==> config.mk <==
export PLATFORM = sky130hd
export DESIGN_NAME = fft_frame_feeder
export DESIGN_NICKNAME = d
export VERILOG_FILES = /design/src/rtl/ccdl_pkg.sv /design/src/rtl/sync_fifo_fwft.sv /design/src/rtl/fft_frame_feeder.sv
export SDC_FILE = /design/constraint.sdc
export NUM_CORES = 2
export LEC_CHECK = 0
export CAP_MARGIN = 20
export CORE_AREA = 3 3 305 533
export CTS_CLUSTER_DIAMETER = 60
export CTS_CLUSTER_SIZE = 10
export DETAILED_ROUTE_END_ITERATION = 10
export DIE_AREA = 0 0 308 536
export MAX_ROUTING_LAYER = met4
export PLACE_DENSITY = 0.58
export SYNTH_ARGS = -nofsm -noshare
export SYNTH_HDL_FRONTEND = slang
export SYNTH_SLANG_ARGS = --single-unit
==> constraint.sdc <==
create_clock -name clk -period 5.9 [get_ports clk]
set_input_delay 1.77 -clock clk [delete_from_list [all_inputs] [get_ports clk]]
set_output_delay 1.77 -clock clk [all_outputs]
set_load 0.03 [all_outputs]
==> src/rtl/ccdl_pkg.sv <==
// ccdl_pkg: FSM state encoding and buffer entry width for the FFT frame feeder
package ccdl_pkg;
    typedef enum logic [2:0] {IDLE = 3'b001, RUN = 3'b010, PAD = 3'b100} state_t;
    localparam int ENTRY_BASE_W = 17;
    function automatic int entry_w(input int bin_w);
        return ENTRY_BASE_W + bin_w;
    endfunction
endpackage

==> src/rtl/sync_fifo_fwft.sv <==
// sync_fifo_fwft: first-word-fall-through FIFO; dout shows the head entry whenever !empty
// ports: clk, rst (async, active-high), wr_en/din write side, rd_en/dout read side,
//        full/empty/count occupancy. A write while full is rejected even with a read.
module sync_fifo_fwft #(
    parameter int WIDTH = 25,
    parameter int DEPTH = 64
) (
    input  logic                     clk,
    input  logic                     rst,
    input  logic                     wr_en,
    input  logic [WIDTH-1:0]         din,
    input  logic                     rd_en,
    output logic [WIDTH-1:0]         dout,
    output logic                     full,
    output logic                     empty,
    output logic [$clog2(DEPTH):0]   count
);
    localparam int AW = $clog2(DEPTH);
    logic [WIDTH-1:0] mem [DEPTH];
    logic [AW-1:0] wptr, rptr;
    logic do_wr, do_rd;
    assign full  = count == (AW+1)'(DEPTH);
    assign empty = count == '0;
    assign do_wr = wr_en && !full;
    assign do_rd = rd_en && !empty;
    assign dout  = mem[rptr];
    always_ff @(posedge clk or posedge rst) begin
        if (rst) begin
            wptr  <= '0;
            rptr  <= '0;
            count <= '0;
        end else begin
            if (do_wr) wptr <= wptr + 1'b1;
            if (do_rd) rptr <= rptr + 1'b1;
            count <= count + (AW+1)'(do_wr) - (AW+1)'(do_rd);
        end
    end
    always_ff @(posedge clk) begin
        if (do_wr) mem[wptr] <= din;
    end
endmodule

==> src/rtl/fft_frame_feeder.sv <==
// fft_frame_feeder: cuts the range-bin sample stream into NFFT-sample frames for the FFT core
// ports: clk, rst (async, active-high); din/din_valid input stream (no backpressure);
//        m_tdata/m_tvalid/m_tready/m_tlast/m_tuser output stream; pulse_done one-cycle
//        drain indication; overflow and frame_err sticky error flags.
module fft_frame_feeder
    import ccdl_pkg::*;
#(
    parameter int NFFT      = 1024,
    parameter int BUF_DEPTH = 64,
    parameter int BIN_W     = 8
) (
    input  logic             clk,
    input  logic             rst,
    input  logic [15:0]      din,
    input  logic             din_valid,
    output logic [31:0]      m_tdata,
    output logic             m_tvalid,
    input  logic             m_tready,
    output logic             m_tlast,
    output logic [BIN_W-1:0] m_tuser,
    output logic             pulse_done,
    output logic             overflow,
    output logic             frame_err
);
    localparam int SW = $clog2(NFFT);
    localparam int EW = entry_w(BIN_W);
    localparam logic [SW-1:0] LAST = SW'(NFFT - 1);
    state_t state;
    logic [SW-1:0] scnt, sidx;
    logic [BIN_W-1:0] bcnt, bidx;
    logic active, wr_en, rd_en, full, empty;
    logic [EW-1:0] wr_data, rd_data;
    logic [$clog2(BUF_DEPTH):0] count;
    // a new pulse restarts both counters, so the first entry is written with index 0
    assign sidx = state == IDLE ? '0 : scnt;
    assign bidx = state == IDLE ? '0 : bcnt;
    // padding only writes when there is room; live samples always try and may be rejected
    assign wr_en = state == PAD ? !full : din_valid;
    assign wr_data = {state == PAD ? 16'h0 : din, sidx == LAST, bidx};
    assign rd_en = m_tvalid && m_tready;
    assign m_tvalid = !empty;
    assign m_tdata = {16'h0, m_tvalid ? rd_data[EW-1 -: 16] : 16'h0};
    assign m_tlast = m_tvalid && rd_data[BIN_W];
    assign m_tuser = m_tvalid ? rd_data[BIN_W-1:0] : '0;
    assign pulse_done = active && state == IDLE && count == '0;
    sync_fifo_fwft #(.WIDTH(EW), .DEPTH(BUF_DEPTH)) u_fifo (
        .clk   (clk),
        .rst   (rst),
        .wr_en (wr_en),
        .din   (wr_data),
        .rd_en (rd_en),
        .dout  (rd_data),
        .full  (full),
        .empty (empty),
        .count (count)
    );
    always_ff @(posedge clk or posedge rst) begin
        if (rst) begin
            state     <= IDLE;
            scnt      <= '0;
            bcnt      <= '0;
            active    <= 1'b0;
            overflow  <= 1'b0;
            frame_err <= 1'b0;
        end else begin
            if (wr_en && full) overflow <= 1'b1;
            if (pulse_done) active <= 1'b0;
            case (state)
                IDLE: if (din_valid) begin
                    scnt   <= SW'(1);
                    bcnt   <= '0;
                    active <= 1'b1;
                    state  <= RUN;
                end
                RUN: if (din_valid) begin
                    scnt <= scnt + 1'b1;
                    if (scnt == LAST) bcnt <= bcnt + 1'b1;
                end else if (scnt == '0) begin
                    state <= IDLE;
                end else begin
                    frame_err <= 1'b1;
                    state     <= PAD;
                end
                PAD: begin
                    if (din_valid) frame_err <= 1'b1;
                    if (!full) begin
                        scnt <= scnt + 1'b1;
                        if (scnt == LAST) begin
                            bcnt  <= bcnt + 1'b1;
                            state <= IDLE;
                        end
                    end
                end
                default: state <= IDLE;
            endcase
        end
    end
endmodule
==> reports/metrics.csv <==
metric,value,unit
outcome,"finished, final reports clean",
Hold Path Class,flop to flop,
Area Overhead vs Synth,15.8,%
Final nets,3363,
setup violators final,0,
Synth Instances,3037,
CP startpoint kind,flop,
Final Hold Viols,0,
number of global-route vias before repair,32700,
max incr delay on CP,0.70,ns
Total GRT Usage,21.9,%
sequential fraction of the synthesis area,77.5,%
Buf/Inv on CP,2,
max-cap viol count,0,
vias,31600,
min Tclk post-route,5.72,ns
worst-skew pair later-pin latency,0.81,ns
synth top area cells,"edfxtp_1 (76%), mux4_2 (11%), mux2i_1 (3.2%)",
worst vdd ir,0.313,mV
Switch Pwr,11.6,mW
global-route wire length before repair,249000,um
CTS tree,done,
Root Buffer,clkbuf_16,
share of layout cells above drive strength 1,26.3,%
Avg WL per Cell,32.4,um
Worst setup EP type,output pin,
PD cells,486,nW/um^2
initial drt markers,3076,
placement-stage worst setup slack,0.595,ns
crit path max fanout,55,
Remaining DRCs,0,
DRT Pass-1 Iters,8,
Tightest Pin Transition,1.12,ns
"flops & latches, synth",1643,
CTS Buf Count,190,
Comb power frac,33.2,%
post-synthesis cell type count,55,
asr flop ratio synth,2.62,%
crit path kind,flop to output pin,
Static Leak,23.0,nW
global route total overflow,0,
die outline width,308,um
Layout Skew,0.0483,ns
CP cell instances,buf_12 -> mux4_2 -> a22o_1 -> a211oi_2 -> a21oi_1 -> a22o_1 -> buf_12,
core footprint,158000,um^2
Clock Path Buffers,4,
register share of total power,38.4,%
Rows,193,
Final HPWL DP,108000,um
fmax,0.175,GHz
cell taking the most area after synthesis,edfxtp_1,
GPL Wtd Cong,0.836,
"Clk pin slew, worst setup/hold paths",0.06,ns
CP max-delay cell,dfrtp_4,
CTS Sinks,1643,
Total Wirelength,176000,um
count of pins over their slew limit,0,
via/cell ratio,5.82,
Post-synth top cells,"edfxtp_1 (1600), mux4_2 (300), mux2i_1 (204), nor2_1 (91), a21oi_1 (86)",
Die ar.,165000,um^2
largest net degree at the start of global routing,103,
initial antenna violation count,13,
final worst-path cycle share,97.0,%
final setup TNS,0,ns
"Core Util, Final",46.4,%
Post-synth EDFFs,1600,
Worst EP required,4.13,ns
Yosys top cell area share,75.8,%
Synthesis Warnings,0,
IO Port Bufs,48,
number of routed nets with antenna violations,0,
I/O pin count,65,
cell-internal power,24.0,mW
Clk network pwr share,28.4,%
ys flop type,edfxtp_1,
Worst Path Arrival,3.95,ns
RSZ-0062 raised after global routing,no,
"Largest delay share family, worst path",compound AO/OA/AOI/OAI gates,
mapped cell area,63400,um^2
worst setup margin,0.176,ns
relative max-transition margin,25.3,%
cts hold-fix bufs,0,
CTS HTree Levels,4,
mean post-synth cell area,20.9,um^2
Die Y-Extent,536,um
top-count cell post-synth,edfxtp_1,
initial cell density of the core,40.0,%
Net Sw Frac,32.7,%
[power by group through the flow]
| stage | Combinational, mW | Clock, mW | Sequential (mW) |
|---|---|---|---|
| final | 11.8 | 10.1 | 13.7 |
| after CTS | 12.0 | 10.3 | 13.7 |
| after global placement | 11.9 | 0 | 13.9 |
| after floorplan | 6.53 | 0 | 13.7 |
| after global routing | 12.3 | 10.7 | 13.7 |
| after detailed placement | 11.9 | 0 | 13.9 |
[registers in the layout (all words and copies together), names as in the netlist]
register,count
u_fifo.count,7
u_fifo.wptr,6
state,3
frame_err,1
active,1
overflow,1
scnt,10
bcnt,8
u_fifo.mem,1600
u_fifo.rptr,6
[per-layer routing]
metal  vias up  wire length (um)  GRT usage, %
met3       288             10200          2.93
li1      13100                 -             -
met2      1209             95500          39.2
met1     17000             63500          25.3
met4         0              6560          7.77
met5         -                 0             -
[layout by cell type (no fill, tap or decap), drive strengths merged, types with 3 or more instances in the layout]
cell type and n:
nand3b 3, ha 14, clkdlybuf4s50 24, o22ai 50, nor2 91, nor3b 4, mux2i 204, a21o 3
nand4 5, edfxtp 1600, a21oi 86, clkinv 4, clkbuf 227, nor3 6, mux4 300, nand3 16
dfrtp 42, diode 10, conb 16, nor2b 29, o21bai 3, inv 24, a2111oi 5, or3 3
and2 5, a22o 48, nand2 51, a211oi 64, nand2b 5, o21ai 18, xor2 8, nor4 3
xnor2 16, o221ai 50, buf 249, o31ai 3, a22oi 73
[worst paths after layout]
path	endpoint	depth (start not counted)	start	slack, ns
max	m_tdata[3]	7	u_fifo.rptr[1]$_DFFE_PP0P_	0.18
min	frame_err$_DFFE_PP0P_	1	frame_err$_DFFE_PP0P_	0.49
max reg2reg	u_fifo.count[6]$_DFF_PP0_	19	u_fifo.count[3]$_DFF_PP0_	1.97
min reg2reg	frame_err$_DFFE_PP0P_	1	frame_err$_DFFE_PP0P_	0.49
max in group asynchronous	state[0]$_DFFE_PP1P_	3	rst	4.19
min in group asynchronous	u_fifo.count[3]$_DFF_PP0_	2	rst	1.21
[timing repair]
action	in CTS	in global routing
buffers inserted	0	7
setup endpoints to repair	3	3
resized for setup	3	1
endpoints found under the hold margin	0	0
[metrics by stage]
| step | power, mW | cell area [um^2] | hold slack (ns) | std cells |
|---|---|---|---|---|
| floorplan | 20.2 | 63500 | 0.457 | 3052 |
| global route | 36.8 | 73400 | 0.517 | 5422 |
| finish | 35.7 | 73400 | 0.491 | 5425 |
| detailed placement | 25.9 | 68300 | 0.467 | 5175 |
| CTS | 36.0 | 73300 | 0.495 | 5407 |
| global placement | 25.8 | 68200 | 0.465 | 5171 |
[area by class of cell]
cell class	instances	area, um^2
tap	2047	2560
timing repair buffer	273	2760
multi-input combinational	1197	13800
clock inverter	5	66.3
antenna	10	25.0
clock buffer	227	4980
sequential	1643	49100
inverter	23	86.3
fill	13100	85000
[kinds of logic (layout without fill, tap and decap cells)]
family,Yosys count,in the layout,share of synthesized area [%]
xor gates and xnor gates,24,24,0.331
buffers and inverters,212,528,1.73
muxes,506,506,13.9
and+or+nand+nor,228,228,1.69
DFF,1643,1643,77.5
other,1,26,0.00591
adders and majority gates,15,15,0.308
AOI/OAI and AO/OA,408,408,4.56
(Power assumes the default switching activity.)
